--- src/rtl/jk_pkg.sv ---
// +--------------------------------------------------------------------+
// | jk_pkg: JK op codes, arbiter FSM states and the JK next-state rule. |
// | Rev 1.0                                                            |
// +--------------------------------------------------------------------+
`default_nettype none

package jk_pkg;

    localparam logic [1:0] OP_HOLD = 2'b00;
    localparam logic [1:0] OP_RST  = 2'b01;
    localparam logic [1:0] OP_SET  = 2'b10;
    localparam logic [1:0] OP_TGL  = 2'b11;

    typedef enum logic [0:0] {
        ST_IDLE  = 1'b0,
        ST_CLEAR = 1'b1
    } state_t;

    // Ops are encoded as {J,K}.
    function automatic logic jk_next(input logic q, input logic [1:0] op);
        logic r;
        case (op)
            OP_HOLD: r = q;
            OP_RST:  r = 1'b0;
            OP_SET:  r = 1'b1;
            default: r = ~q;
        endcase
        return r;
    endfunction

endpackage

`default_nettype wire

--- src/rtl/jk_cell.sv ---
// +--------------------------------------------------------------------+
// | jk_cell: single JK flip-flop with enable and async active-low rst. |
// | Rev 1.0                                                            |
// +--------------------------------------------------------------------+
`default_nettype none

module jk_cell
    import jk_pkg::*;
(
    input  logic clk,
    input  logic rst,
    input  logic en,
    input  logic j,
    input  logic k,
    output logic q
);

    always_ff @(posedge clk or negedge rst) begin
        if (!rst) begin
            q <= 1'b0;
        end else if (en) begin
            q <= jk_next(q, {j, k});
        end
    end

endmodule

`default_nettype wire

--- src/rtl/jk_bank_arbiter.sv ---
// +--------------------------------------------------------------------+
// | jk_bank_arbiter: two-requester round-robin access to a JK bank,    |
// | with a one-bit-per-cycle clear sweep.                              |
// | Optional: JK_SAME_IDX_MERGE_EN merges same-index requests.         |
// | Rev 1.0                                                            |
// +--------------------------------------------------------------------+
`default_nettype none

module jk_bank_arbiter
    import jk_pkg::*;
#(
    parameter int WIDTH = 8,
    parameter int IDXW  = $clog2(WIDTH)
) (
    input  logic             clk,
    input  logic             rst,
    input  logic [1:0]       req_valid,
    output logic [1:0]       req_ready,
    input  logic [IDXW-1:0]  req0_idx,
    input  logic [1:0]       req0_op,
    input  logic [IDXW-1:0]  req1_idx,
    input  logic [1:0]       req1_op,
    input  logic             clr_start,
    output logic             clr_busy,
    output logic [1:0]       rsp_valid,
    output logic [1:0]       rsp_q,
    output logic [WIDTH-1:0] q
);

    localparam int c_NPAD = 1 << IDXW;

    state_t            r_state;
    logic [IDXW-1:0]   r_clr_cnt;
    logic              r_prio;
    logic [1:0]        r_rsp_valid;
    logic [1:0]        r_rsp_q;

    logic [1:0]        w_ready;
    logic              w_merge;
    logic              w_sel;
    logic [IDXW-1:0]   w_idx;
    logic [1:0]        w_op;
    logic              w_next;
    logic [c_NPAD-1:0] w_q_pad;

    function automatic logic idx_ok(input logic [IDXW-1:0] idx);
        return (int'(idx) < WIDTH);
    endfunction

    // Grants are suppressed during reset, during a sweep and on the clr_start cycle.
    always_comb begin
        w_ready = 2'b00;
        w_merge = 1'b0;
        w_sel   = 1'b0;
        if (rst && (r_state == ST_IDLE) && !clr_start) begin
`ifdef JK_SAME_IDX_MERGE_EN
            if ((req_valid == 2'b11) && (req0_idx == req1_idx) && idx_ok(req0_idx)) begin
                w_merge = 1'b1;
                w_ready = 2'b11;
            end else
`endif
            if (req_valid == 2'b11) begin
                w_sel   = r_prio;
                w_ready = r_prio ? 2'b10 : 2'b01;
            end else if (req_valid[1]) begin
                w_sel   = 1'b1;
                w_ready = 2'b10;
            end else if (req_valid[0]) begin
                w_sel   = 1'b0;
                w_ready = 2'b01;
            end
        end
    end

    assign req_ready = w_ready;
    assign clr_busy  = (r_state == ST_CLEAR);
    assign rsp_valid = r_rsp_valid;
    assign rsp_q     = r_rsp_q;

    assign w_idx   = w_sel ? req1_idx : req0_idx;
    assign w_op    = w_merge ? (req0_op | req1_op) : (w_sel ? req1_op : req0_op);
    assign w_q_pad = c_NPAD'(q);
    assign w_next  = idx_ok(w_idx) ? jk_next(w_q_pad[w_idx], w_op) : 1'b0;

    // Out-of-range indices match no cell, so they act as hold.
    for (genvar gi = 0; gi < WIDTH; gi++) begin : g_cells
        logic w_hit_clr;
        logic w_hit_req;
        assign w_hit_clr = (r_state == ST_CLEAR) && (r_clr_cnt == IDXW'(gi));
        assign w_hit_req = (|w_ready) && (w_idx == IDXW'(gi));

        jk_cell u_cell (
            .clk (clk),
            .rst (rst),
            .en  (w_hit_clr | w_hit_req),
            .j   (w_hit_req & w_op[1]),
            .k   (w_hit_clr | w_op[0]),
            .q   (q[gi])
        );
    end

    always_ff @(posedge clk or negedge rst) begin
        if (!rst) begin
            r_state     <= ST_IDLE;
            r_clr_cnt   <= '0;
            r_prio      <= 1'b0;
            r_rsp_valid <= 2'b00;
            r_rsp_q     <= 2'b00;
        end else begin
            r_rsp_valid <= w_ready;
            r_rsp_q[0]  <= w_ready[0] & w_next;
            r_rsp_q[1]  <= w_ready[1] & w_next;
            case (r_state)
                ST_IDLE: begin
                    if (clr_start) begin
                        r_state   <= ST_CLEAR;
                        r_clr_cnt <= '0;
                    end else if ((|w_ready) && !w_merge) begin
                        r_prio <= ~w_sel;
                    end
                end
                ST_CLEAR: begin
                    if (r_clr_cnt == IDXW'(WIDTH - 1)) begin
                        r_state   <= ST_IDLE;
                        r_clr_cnt <= '0;
                    end else begin
                        r_clr_cnt <= r_clr_cnt + 1'b1;
                    end
                end
                default: r_state <= ST_IDLE;
            endcase
        end
    end

endmodule

`default_nettype wire

--- config.mk ---
export PLATFORM = sky130hd
export DESIGN_NAME = jk_bank_arbiter
export DESIGN_NICKNAME = d
export VERILOG_FILES = /design/src/rtl/jk_pkg.sv /design/src/rtl/jk_cell.sv /design/src/rtl/jk_bank_arbiter.sv
export SDC_FILE = /design/constraint.sdc
export NUM_CORES = 1
export LEC_CHECK = 0
export ABC_CLOCK_PERIOD_IN_PS = 3100
export CAP_MARGIN = 0
export CORE_AREA = 2 2 65 67
export CTS_CLUSTER_SIZE = 30
export DETAILED_ROUTE_END_ITERATION = 6
export DIE_AREA = 0 0 67 69
export PLACE_DENSITY = 0.64
export SLEW_MARGIN = 0
export SYNTH_ARGS = -nofsm -noshare
export SYNTH_HDL_FRONTEND = slang
export SYNTH_SLANG_ARGS = --single-unit
--- constraint.sdc ---
create_clock -name clk -period 3.1 [get_ports clk]
set_clock_uncertainty 0.15 [all_clocks]
set_input_delay 0.775 -clock clk [delete_from_list [all_inputs] [get_ports clk]]
set_output_delay 0.775 -clock clk [all_outputs]
set_load 0.05 [all_outputs]
==> impl_results.md <==
- Die X: 67 um
- EDFF count, synth: 0
- P_int: about 0.00074 W
- Gpl congestion: approximately 0.89
- DPL Wire Length: 3470 um
- Total CTS buffers: 3
- Setup crit end kind: flip-flop
- Final nets: around 280
- Antenna-violating nets left: 0
- Most common flop cell mapped by yosys: dfrtp_1
- Grt ovf: 0
- Clk slew on worst S/H paths: approximately 0.07 ns
- Clk_lat worst skew: approximately 0.26 ns
- Ys Warns: 0
- Setup crit start kind: primary input
- # clock sinks: 17
- VDD IR max: 381 uV
- Min-delay worst type: reg2reg
- CTS root buf: clkbuf_8
- Pwr Density: a little over 600 nW/um2
- Setup Viol. Count Final: 0
- LEAKAGE: 1.04 nW
- Gr usage total: 0.205
- Outcome: complete, no violations
- Asr flop ratio synth: 1.00
- Crit path time final: a little under 3 ns
- Reg power frac: 0.278
- Top Ports: 30
- FILL cells: approximately 350
- Share of post-route cells with drive strength above 1: 0.226
- Relative slew slack: 0.664
- Worst EP arrival: between 2 and 3 ns
- Syn Inst Count: 192
- Post-Route WL: approximately 4400 um
- Max clock buf depth: 2
- Rows: 23
- IO Port Bufs: 29
- Slowest CP cell: clkdlybuf4s50_1
- Residual DRC count: 0
- Syn Nets: roughly 230
- DIE AREA: about 4600 um2
- Fmax: 0.341 GHz
- Setup CP Type: in2reg
- CTS tree: built
- Via Count: between 1500 and 2000
- Seq/Total Area, Yosys: 0.253
- Part of the power in combinational logic: 0.597
- Hold slack: about 0.37 ns
- RSZ-0062 raised after global routing: no
- Synth Register Bits: 17
- Initial Util: 0.430
- Wirelength per Cell: about 15 um
- Slowest Stage Delay on Critical Path: about 0.5 ns
- Crit path required time: ~3.1 ns
- CP dominant cell by count: nand2_1
- Slew Limit Fails: 0
- Initial drt markers: 80
- Antenna diode count: 0
- Largest net degree at the start of global routing: 18
- Max-cap violation count: 0
- Slew @ Worst Pin: 0.502 ns
- Sw power: roughly 0.00067 W
- Initial antenna violation count: 0
- DRT Pass-1 Iters: 6
- Clk pwr share: 0.125
- First-pass GRT wire length: around 7500 um
- Vias per cell: around 5.4
- Crit-path cells: clkdlybuf4s50_1, nand2b_1, nand3_2, clkinv_2, buf_4, nand2_1, nand2_1, nor2_1, ha_1, a21o_1, o21ai_0, o41ai_1
- Final core utilization: 0.581
- Synth-to-Final Area Change: 35.1%
- H-tree depth: 1
- Switch share: 0.476
- Final Hold Viols: 0
- Number of global-route vias before repair: around 1600
- Die H: around 69 um
- Placeable Area: between 3000 and 4000 um2
- Tcrit/Tclk final: 0.947
- Unique masters post-synth: between 40 and 50
- Synth Cell Area: 1680 um2
- Crit-path max FO: 9
- Syn avg cell area: around 9 um2
- TNS Setup: 0 ns
registers in the layout (all words and copies together) (netlist names):
signal / cells
r_clr_cnt: 3
g_cells.u_cell.q: 8
rsp_q: 2
r_prio: 1
rsp_valid: 2
clr_busy: 1
cells in the final DEF (no fill, tap or decap), types with 7 or more instances in the layout:
cell / count
o21ai_0: 8
nand3_1: 9
ha_1: 22
nor2b_1: 9
dfrtp_1: 17
nor2_1: 11
and2_1: 9
clkdlybuf4s50_1: 25
nand2_1: 24
buf_4: 31
a21oi_1: 9
inv_1: 7
worst paths after layout:
kind	depth (start not counted)	slack, ns	from	end
hold reg to reg	1	0.37	r_prio	r_prio
max in group asynchronous	2	2.11	rst	g_cells[5].u_cell.q
min in group asynchronous	2	0.49	rst	rsp_valid[0]
hold / removal	1	0.37	r_prio	r_prio
setup reg to reg	10	0.63	clr_busy	g_cells[5].u_cell.q
setup / recovery	12	0.16	req_valid[0]	g_cells[5].u_cell.q
through the flow:
step | power (W) | setup WS (ns) | instances | area [um2]
final | 0.00141 | 0.165 | 293 | 2270
after floorplan | 0.000995 | 0.134 | 192 | 1690
after global placement | 0.00119 | -0.233 | 287 | 2190
after global routing | 0.00152 | 0.0247 | 293 | 2270
after CTS | 0.00142 | 0.0327 | 293 | 2270
after detailed placement | 0.00122 | -0.298 | 287 | 2190
per-layer routing:
metal	up-vias	track usage	share of wire
li1	781	-	-
met5	-	0	0
met4	0	0.0544	0.0086
met2	53	0.343	0.49
met3	5	0.0277	0.058
met1	745	0.273	0.44
critical path, delay by kind of cell:
kind / cells / cell delay (ns)
AO/OA/AOI/OAI: 3 / 0.44
buffers and inverters: 3 / 0.72
adder cells (fa/ha/maj): 1 / 0.27
AND/OR/NAND/NOR: 5 / 0.72
repair_timing:
action | CTS | global route
setup buffers | 2 | 0
pin swaps | 3 | 3
hold buffers | 0 | 0
gates cloned | 0 | 0
resized for setup | 4 | 2
setup endpoints to repair | 3 | 9
cell usage after synthesis, drive strengths merged (3+ instances only):
cell     n  area [um2]
nand3   10        55.1
inv      7        26.3
clkbuf   3        11.3
a21oi   11        58.8
and2    10        62.6
o31ai    5        37.5
mux2i    6        63.8
buf     10        72.6
nand2b   3        18.8
a222oi   3        30.0
nand2   24        90.1
a21o     3        22.5
ha      22         275
a31oi    3        18.8
nor2b    9        56.3
dfrtp   17         425
o21ai    8        40.0
mux2     9         105
nor2    11        41.3
cell type report:
| cell class | instances | area (um2) | area share |
|---|---|---|---|
| well taps | 50 | 62.6 | 0.0275 |
| multi-input cells | 154 | 1160 | 0.512 |
| repair buffers | 60 | 544 | 0.239 |
| clock buffers | 3 | 41.3 | 0.0182 |
| clock inverters | 1 | 5.00 | 0.00220 |
| flip-flops and latches | 17 | 425 | 0.187 |
| inverters | 8 | 31.3 | 0.0138 |
cell families (layout without fill, tap and decap cells):
kind of cell | count (synthesis) | count (layout) | synth area share
adder cells (fa/ha/maj) | 22 | 22 | 0.163
buffers and inverters | 21 | 72 | 0.0676
AO/OA/AOI/OAI | 47 | 47 | 0.210
multiplexers | 15 | 15 | 0.100
flip-flops | 17 | 17 | 0.253
AND/OR/NAND/NOR | 70 | 70 | 0.207
power by group through the flow:
stage / logic [W] / clock network, W / registers [W]
final: 0.000843 / 0.000177 / 0.000392
after CTS: 0.000839 / 0.000186 / 0.000393
after detailed placement: 0.000830 / 0 / 0.000395
after global placement: 0.000806 / 0 / 0.000386
after floorplan: 0.000598 / 0 / 0.000397
after global routing: 0.000919 / 0.000193 / 0.000406
No activity file was read; power rests on OpenSTA's default activity.
